===== src/rtl/intn_addsub_pipe_pkg.sv =====
// intn_addsub_pipe_pkg: shared ALU op encodings and operand-conditioning helpers
package intn_addsub_pipe_pkg;

  typedef enum logic [1:0] {
    OP_ADD  = 2'b00,
    OP_SUB  = 2'b01,
    OP_ADDC = 2'b10,
    OP_SUBC = 2'b11
  } op_e;

  function automatic logic op_inverts(input logic [1:0] op);
    return (op == OP_SUB) || (op == OP_SUBC);
  endfunction

  function automatic logic op_carry(input logic [1:0] op, input logic cin);
    return ((op == OP_ADDC) || (op == OP_SUBC)) ? cin : (op == OP_SUB);
  endfunction

endpackage


===== src/rtl/intn_addsub_pipe_addsub_chunk.sv =====
// addsub_chunk: CHUNK-bit ripple segment with carry in and carry out
module addsub_chunk #(
  parameter int CHUNK = 8
) (
  input  logic [CHUNK-1:0] a,
  input  logic [CHUNK-1:0] b,
  input  logic             cin,
  output logic [CHUNK-1:0] sum,
  output logic             cout
);

  assign {cout, sum} = {1'b0, a} + {1'b0, b} + {{CHUNK{1'b0}}, cin};

endmodule


===== src/rtl/intn_addsub_pipe.sv =====
// intn_addsub_pipe: carry-segmented pipelined add/sub with valid/ready handshake and flags
module intn_addsub_pipe
  import intn_addsub_pipe_pkg::*;
#(
  parameter int WIDTH = 16,
  parameter int CHUNK = 8
) (
  input  logic             clk,
  input  logic             rst,
  input  logic             in_valid,
  output logic             in_ready,
  input  logic [WIDTH-1:0] a,
  input  logic [WIDTH-1:0] b,
  input  logic [1:0]       op,
  input  logic             cin,
  output logic             out_valid,
  input  logic             out_ready,
  output logic [WIDTH-1:0] sum,
  output logic             cout,
  output logic             ovf,
  output logic             zero,
  output logic             neg
);

  localparam int STAGES = WIDTH / CHUNK;
  localparam int L      = STAGES - 1;

  if (CHUNK < 1) begin : bad_chunk
    $error("intn_addsub_pipe: CHUNK must be >= 1");
  end else if (WIDTH % CHUNK != 0) begin : bad_width
    $error("intn_addsub_pipe: WIDTH must be a multiple of CHUNK");
  end

  logic             adv;
  logic             c0;
  logic [WIDTH-1:0] b_eff;

  assign adv      = !(out_valid && !out_ready);
  assign in_ready = adv;
  assign b_eff    = op_inverts(op) ? ~b : b;
  assign c0       = op_carry(op, cin);

  for (genvar k = 0; k < STAGES; k++) begin : g
    localparam int LO = k * CHUNK;
    localparam int HI = LO + CHUNK;
    logic [WIDTH-LO-1:0] opa, opb;
    logic [CHUNK-1:0]    so;
    logic [HI-1:0]       sn, s;
    logic                ci, vi, co, v, c;
    if (k == 0) begin : src
      assign opa = a;
      assign opb = b_eff;
      assign ci  = c0;
      assign vi  = in_valid;
      assign sn  = so;
    end else begin : src
      assign opa = g[k-1].up.ua;
      assign opb = g[k-1].up.ub;
      assign ci  = g[k-1].c;
      assign vi  = g[k-1].v;
      assign sn  = {so, g[k-1].s};
    end
    addsub_chunk #(.CHUNK(CHUNK)) u_chunk (
      .a   (opa[CHUNK-1:0]),
      .b   (opb[CHUNK-1:0]),
      .cin (ci),
      .sum (so),
      .cout(co)
    );
    // stage k: finished low sum bits, segment carry and valid advance together unless stalled
    always_ff @(posedge clk) begin
      if (rst) begin
        v <= 1'b0;
        c <= 1'b0;
        s <= '0;
      end else if (adv) begin
        v <= vi;
        c <= co;
        s <= sn;
      end
    end
    if (k < STAGES - 1) begin : up
      logic [WIDTH-HI-1:0] ua, ub;
      // operand segments not yet summed ride along to the next stage
      always_ff @(posedge clk) begin
        if (rst) begin
          ua <= '0;
          ub <= '0;
        end else if (adv) begin
          ua <= opa[WIDTH-LO-1:CHUNK];
          ub <= opb[WIDTH-LO-1:CHUNK];
        end
      end
    end
  end

  assign out_valid = g[L].v;
  assign sum       = g[L].s;
  assign cout      = g[L].c;

  // status flags are computed from the final segment and registered alongside the sum
  always_ff @(posedge clk) begin
    if (rst) begin
      zero <= 1'b1;
      neg  <= 1'b0;
      ovf  <= 1'b0;
    end else if (adv) begin
      zero <= ~|g[L].sn;
      neg  <= g[L].so[CHUNK-1];
      ovf  <= (g[L].opa[CHUNK-1] == g[L].opb[CHUNK-1]) && (g[L].so[CHUNK-1] != g[L].opa[CHUNK-1]);
    end
  end

endmodule


===== config.mk =====
export PLATFORM = sky130hd
export DESIGN_NAME = intn_addsub_pipe
export DESIGN_NICKNAME = d
export VERILOG_FILES = /design/src/rtl/intn_addsub_pipe_pkg.sv /design/src/rtl/intn_addsub_pipe_addsub_chunk.sv /design/src/rtl/intn_addsub_pipe.sv
export SDC_FILE = /design/constraint.sdc
export NUM_CORES = 1
export LEC_CHECK = 0
export ABC_AREA = 1
export CAP_MARGIN = 5
export CELL_PAD_IN_SITES_DETAIL_PLACEMENT = 0
export CELL_PAD_IN_SITES_GLOBAL_PLACEMENT = 2
export CORE_ASPECT_RATIO = 0.6
export CORE_MARGIN = 4
export CORE_UTILIZATION = 27
export DETAILED_ROUTE_END_ITERATION = 6
export PLACE_DENSITY_LB_ADDON = 0.1
export SLEW_MARGIN = 20
export SYNTH_ARGS = -nofsm -noshare
export SYNTH_HDL_FRONTEND = slang
export SYNTH_SLANG_ARGS = --single-unit

===== constraint.sdc =====
create_clock -name clk -period 2.85 [get_ports clk]
set_clock_uncertainty 0.05 [all_clocks]
set_input_delay 0.285 -clock clk [delete_from_list [all_inputs] [get_ports clk]]
set_output_delay 0.285 -clock clk [all_outputs]
set_load 0.005 [all_outputs]

# After elaboration in Yosys (flattened, before gate mapping)
# Index checks and enable logic that the tools add are counted.
# word_totals
reg_bits	47
output_inout_bits	22
in_bits	39
elab_cells	31
# op_classes
mux	2
eq_ne	5
reduce_logical	8
n_bitwise	1
add_sub_neg	4
# op_table
cell	count
adder 8 x 8 -> 9 bit	2
adder 9 x 1 -> 9 bit	2
2-to-1 mux 16 bit	1
inverter 16 bit	1
OR reduction 16 bit	1
equality test 2 bit, second input constant	2
logical NOT 1 bit	3
equality test 2 x 1 -> 1 bit, second input constant	1
logical AND 1 bit	2
logical OR 1 bit	2
equality test 1 bit	1
2-to-1 mux 1 bit	1
!= test 1 bit	1

# Logic depth before layout (Yosys ltp)
# logic_depth
ltp_word	5
depth_mapped	13
ltp_nobuf	11

# By module
# From an unflattened synthesis, not the netlist that was laid out.
# unflattened
cells_unflattened	347
area_unflattened_um2	2612.5
# modules_own_cells
mod	n_inst	area_per_inst_um2	cells_per_inst	seq_area_each_um2
intn_addsub_pipe	1	1844.3	229	920.9
addsub_chunk	2	384.1	59	0.0

# Worst setup path after synthesis
# Ideal clock, no wire load.
# synth_path
kind	in2reg
start	input op[0]
end	register g[0].s[4]
cell_stages	12
n_path_buf	2
arrival_ps	1970
t_required_ps	2686
setup_slack_ps	717
setup_time_ps	114
path_cell_list	buf_4 buf_4 mux2_2 fa_1 inv_1 fa_1 inv_1 nand3_1 nand2_1 xor2_1 o21bai_1 inv_1
# synth_via
elab_chain_len	5
elab_cells_between_ends	9
classes_between	add/sub: 2; eq/ne: 3; mux: 2; reduce/logical: 2
# synth_rtl
element	line	text
start: declaration	intn_addsub_pipe.sv:14	input logic [1:0] op,
equality test 2 x 1 -> 1 bit / equality test 2 bit (equally long branches)	intn_addsub_pipe_pkg.sv:12, intn_addsub_pipe_pkg.sv:16	
logical OR 1 bit	intn_addsub_pipe_pkg.sv:12	return (op == OP_SUB) || (op == OP_SUBC);
2-to-1 mux 16 bit	intn_addsub_pipe.sv:40	assign b_eff = op_inverts(op) ? ~b : b;
adder 8 x 8 -> 9 bit	intn_addsub_pipe_addsub_chunk.sv:12	assign {cout, sum} = {1'b0, a} + {1'b0, b} + {{CHUNK{1'b0}}, cin};
adder 9 x 1 -> 9 bit (*)	intn_addsub_pipe_addsub_chunk.sv:12	
end signal: assignment	intn_addsub_pipe.sv:79	s <= sn;
end: declaration	intn_addsub_pipe.sv:48	logic [HI-1:0] sn, s;
# Every way passes the cells marked *; elsewhere a longest branch is shown, timed or not.
# A chain may end at the register's enable or synchronous reset.

# Final worst setup path
# layout_path
start	input op[0]
end	register g[0].s[6]
# The elaborated chain is that of the path after synthesis.

==> results.yml <==
status:
  status: "finished, final reports clean"
layout:
  syn_to_final_growth_pct: 35.7
  final_area_sq_mm: 0.00347
  layout-drive-gt1-share: 0.0543
  n_fill_cell: 978
  antenna_cells: 0
  nets: 462
die:
  start_util: 0.279
  core_sq_mm: 0.00919
  pin_count: 61
  fp.dieW_um: 134
  row_count: 27
  die_area_sq_mm: 0.0112
  fp.dieH_um: 83.4
placement:
  port_buffers: 60
  gp_congestion: 0.769
  post_dp_cell_area_sq_mm: 0.00330
  post-dp-hpwl_um: 5440
pwr:
  power_frac_seq: 0.388
  total_power_uw: 1950
  intPower_uw: 1400
  leakage_uw: 0.00163
  p_sw_uw: 551
  peakVddDrop_mv: 0.268
  power.density_mw_per_mm2: 562
  p_sw_frac: 0.282
  power_frac_clock: 0.349
  comb_power_share: 0.262
critical_path:
  cp_common_cell: "inv_1"
  ff2ff_setup_slack_ns: 0.75
  rr_worst_depth: 11
  path_depth: 12
  crit_end: "g[0].s[6]$_SDFFE_PP0N_"
  path_max_fanout: 4
  crit_arrival_ns: 2.42
  worstPathBufferInverterCount: 4
  critPathKind: "input port to register"
  cpPeakStageDelay_ns: 0.56
  path_cells: "clkdlybuf4s50_1 > mux2_2 > fa_1 > inv_1 > fa_1 > inv_1 > nand4_1 > nand3_2 > nand2_1 > nand3_1 > nand2_1 > inv_1"
  cpMaxStageDelayCell: "clkdlybuf4s50_1"
  regToRegStartpoint: "g[0].c$_SDFFE_PP0N_"
  worst_setup_path_start_kind: "input port"
  crit_family: "buffers and inverters"
  worst_ep_required_time_ns: 2.99
  cp-startpoint: "op[0]"
  r2r_end: "zero$_SDFFE_PP1N_"
  worstSetupEndpointType: "register"
clock_network:
  clk-insertion-delay-late_ns: 0.29
  clock-sinks: 46
  h-tree-depth: 2
  clk_pin_slew_ns: 0.06
  post-cts-setup-buffers: 0
  cts_root_buf: "clkbuf_16"
  numCtsBuffers: 5
  clockBufferDepth: 2
  cts_tree: "yes"
  cts_resized: 0
  cts_hold_buf: 0
yosys:
  ys_types: 28
  ys_ff_latch: 46
  synthesis.nets: 405
  postSynthAreaPerCell_sq_um: 7.36
  synthCells: 348
  syn_area_sq_mm: 0.00256
  synth_seq_area_share: 0.360
  ys_warn_count: 0
drt:
  drt_iter0_drc: 100
  firstDrtPassIters: 6
  drt_wl_total_um: 7100
  drc: 0
  ant_nets: 0
  viasPerCell: 4.20
  wl_per_cell_um: 13.3
  vias: 2249
global_routing:
  antenna_found_initial: 0
  grt_overflow: 0
  grt.total_usage: 0.133
  grt_pass1_wl_um: 11700
  grt_pass1_vias: 2236
  grt_start_max_net_pins: 36
timing:
  rsz0062_at_grt: "no"
  slew_headroom: 0.652
  finalSetupViolCount: 0
  min_period_over_period: 0.799
  max_freq_mhz: 439
  setup-tns-final_ns: 0
  hold_viol: 0
  worst_slew_pin_slew_ns: 0.522
  layout_min_cycle_time_ns: 2.28
  drv_slew: 0
hold_path:
  hp-class: "register to register"
flow_run:
  max_cap_violations: 0
==> cell families (layout without fill, tap and decap cells) <==
family	Yosys count	after routing	share of synthesized area
AOI/OAI and AO/OA	78	78	0.163
xor gates and xnor gates	19	19	0.0650
adders and majority gates	18	18	0.0997
buffers and inverters	63	120	0.104
DFF	46	46	0.360
muxes	1	1	0.00440
and+or+nand+nor	123	123	0.204
==> cells in the mapped netlist <==
cell type | instances | area (sq um)
a211oi_1 | 1 | 7.51
a21oi_1 | 27 | 135
a21oi_2 | 2 | 17.5
buf_1 | 1 | 3.75
buf_2 | 5 | 25.0
buf_4 | 4 | 30.0
buf_6 | 1 | 11.3
clkbuf_1 | 5 | 18.8
dfxtp_1 | 46 | 921
fa_1 | 4 | 80.1
ha_1 | 14 | 175
inv_1 | 46 | 173
inv_2 | 1 | 3.75
mux2_2 | 1 | 11.3
nand2_1 | 59 | 221
nand3_1 | 18 | 90.1
nand3_2 | 2 | 20.0
nand3b_1 | 1 | 7.51
nand4_1 | 5 | 31.3
nor2_1 | 35 | 131
nor2_2 | 2 | 12.5
o211ai_1 | 2 | 15.0
o21a_1 | 1 | 7.51
o21ai_0 | 41 | 205
o21bai_1 | 4 | 30.0
or2_4 | 1 | 8.76
xnor2_1 | 9 | 78.8
xor2_1 | 10 | 87.6
==> power by group through the flow <==
| stage | registers (uW) | logic [uW] | clock network, uW |
|---|---|---|---|
| floorplan | 768 | 300 | 0 |
| global placement | 773 | 516 | 0 |
| detailed placement | 773 | 516 | 0 |
| CTS | 760 | 521 | 703 |
| global route | 769 | 587 | 727 |
| finish | 759 | 513 | 682 |
==> metal layers <==
layer	GRT usage	up-vias	routed length, um
li1	-	1226	-
met1	0.210	977	4120
met2	0.172	38	2590
met3	0.0418	8	324
met4	0.0252	0	63
met5	0	-	0
==> registers in the layout, indices dropped and copies added, names as in the netlist <==
| register | flops |
|---|---|
| g.s | 8 |
| g.v | 1 |
| g.c | 1 |
| cout | 1 |
| out_valid | 1 |
| g.up.ub | 8 |
| sum | 16 |
| ovf | 1 |
| g.up.ua | 8 |
| zero | 1 |
==> cells in the final DEF (no fill, tap or decap), types with 4 or more instances in the layout <==
cell type	count
a21oi_1	27
buf_4	4
clkbuf_16	5
clkdlybuf4s50_1	60
dfxtp_1	46
fa_1	4
ha_1	14
inv_1	46
nand2_1	59
nand3_1	18
nand4_1	5
nor2_1	35
o21ai_0	41
o21bai_1	4
xnor2_1	9
xor2_1	10
==> worst min-delay path by stage <==
stage                              from                     end  slack, ns  cells after the start
floorplan                           rst  out_valid$_SDFFE_PP0N_       0.30                      1
global placement    g[0].v$_SDFFE_PP0N_     g[0].v$_SDFFE_PP0N_       0.39                      2
detailed placement  g[0].v$_SDFFE_PP0N_  out_valid$_SDFFE_PP0N_       0.41                      2
CTS                 g[0].v$_SDFFE_PP0N_     g[0].v$_SDFFE_PP0N_       0.42                      2
global route        g[0].v$_SDFFE_PP0N_     g[0].v$_SDFFE_PP0N_       0.43                      2
finish              g[0].v$_SDFFE_PP0N_     g[0].v$_SDFFE_PP0N_       0.41                      2
==> metrics by stage <==
| step | util | worst slack, ns | hold WS, ns | instances |
|---|---|---|---|---|
| floorplan | - | 0.717 | 0.304 | 348 |
| global placement | 0.360 | 0.326 | 0.391 | 528 |
| detailed placement | 0.360 | 0.265 | 0.408 | 528 |
| CTS | 0.378 | 0.554 | 0.421 | 535 |
| global route | 0.378 | 0.413 | 0.435 | 535 |
| finish | 0.378 | 0.573 | 0.414 | 535 |
==> worst reg2reg max path, delay by kind of cell, from the launching register on <==
family,cells,cell delay (ns)
fa+ha+maj,2,0.90
buf+inv,1,0.08
flops,1,0.33
simple gates,8,0.70
==> layout make-up <==
class | instances | area (sq um) | share of cell area
clock buffer | 6 | 139 | 0.0400
timing repair buffer | 66 | 671 | 0.193
inverter | 47 | 176 | 0.0508
multi-input combinational | 239 | 1370 | 0.396
tap | 130 | 163 | 0.0468
sequential | 46 | 921 | 0.265
clock inverter | 1 | 30.0 | 0.00865
Note: power is estimated with default switching activity, not from simulation.
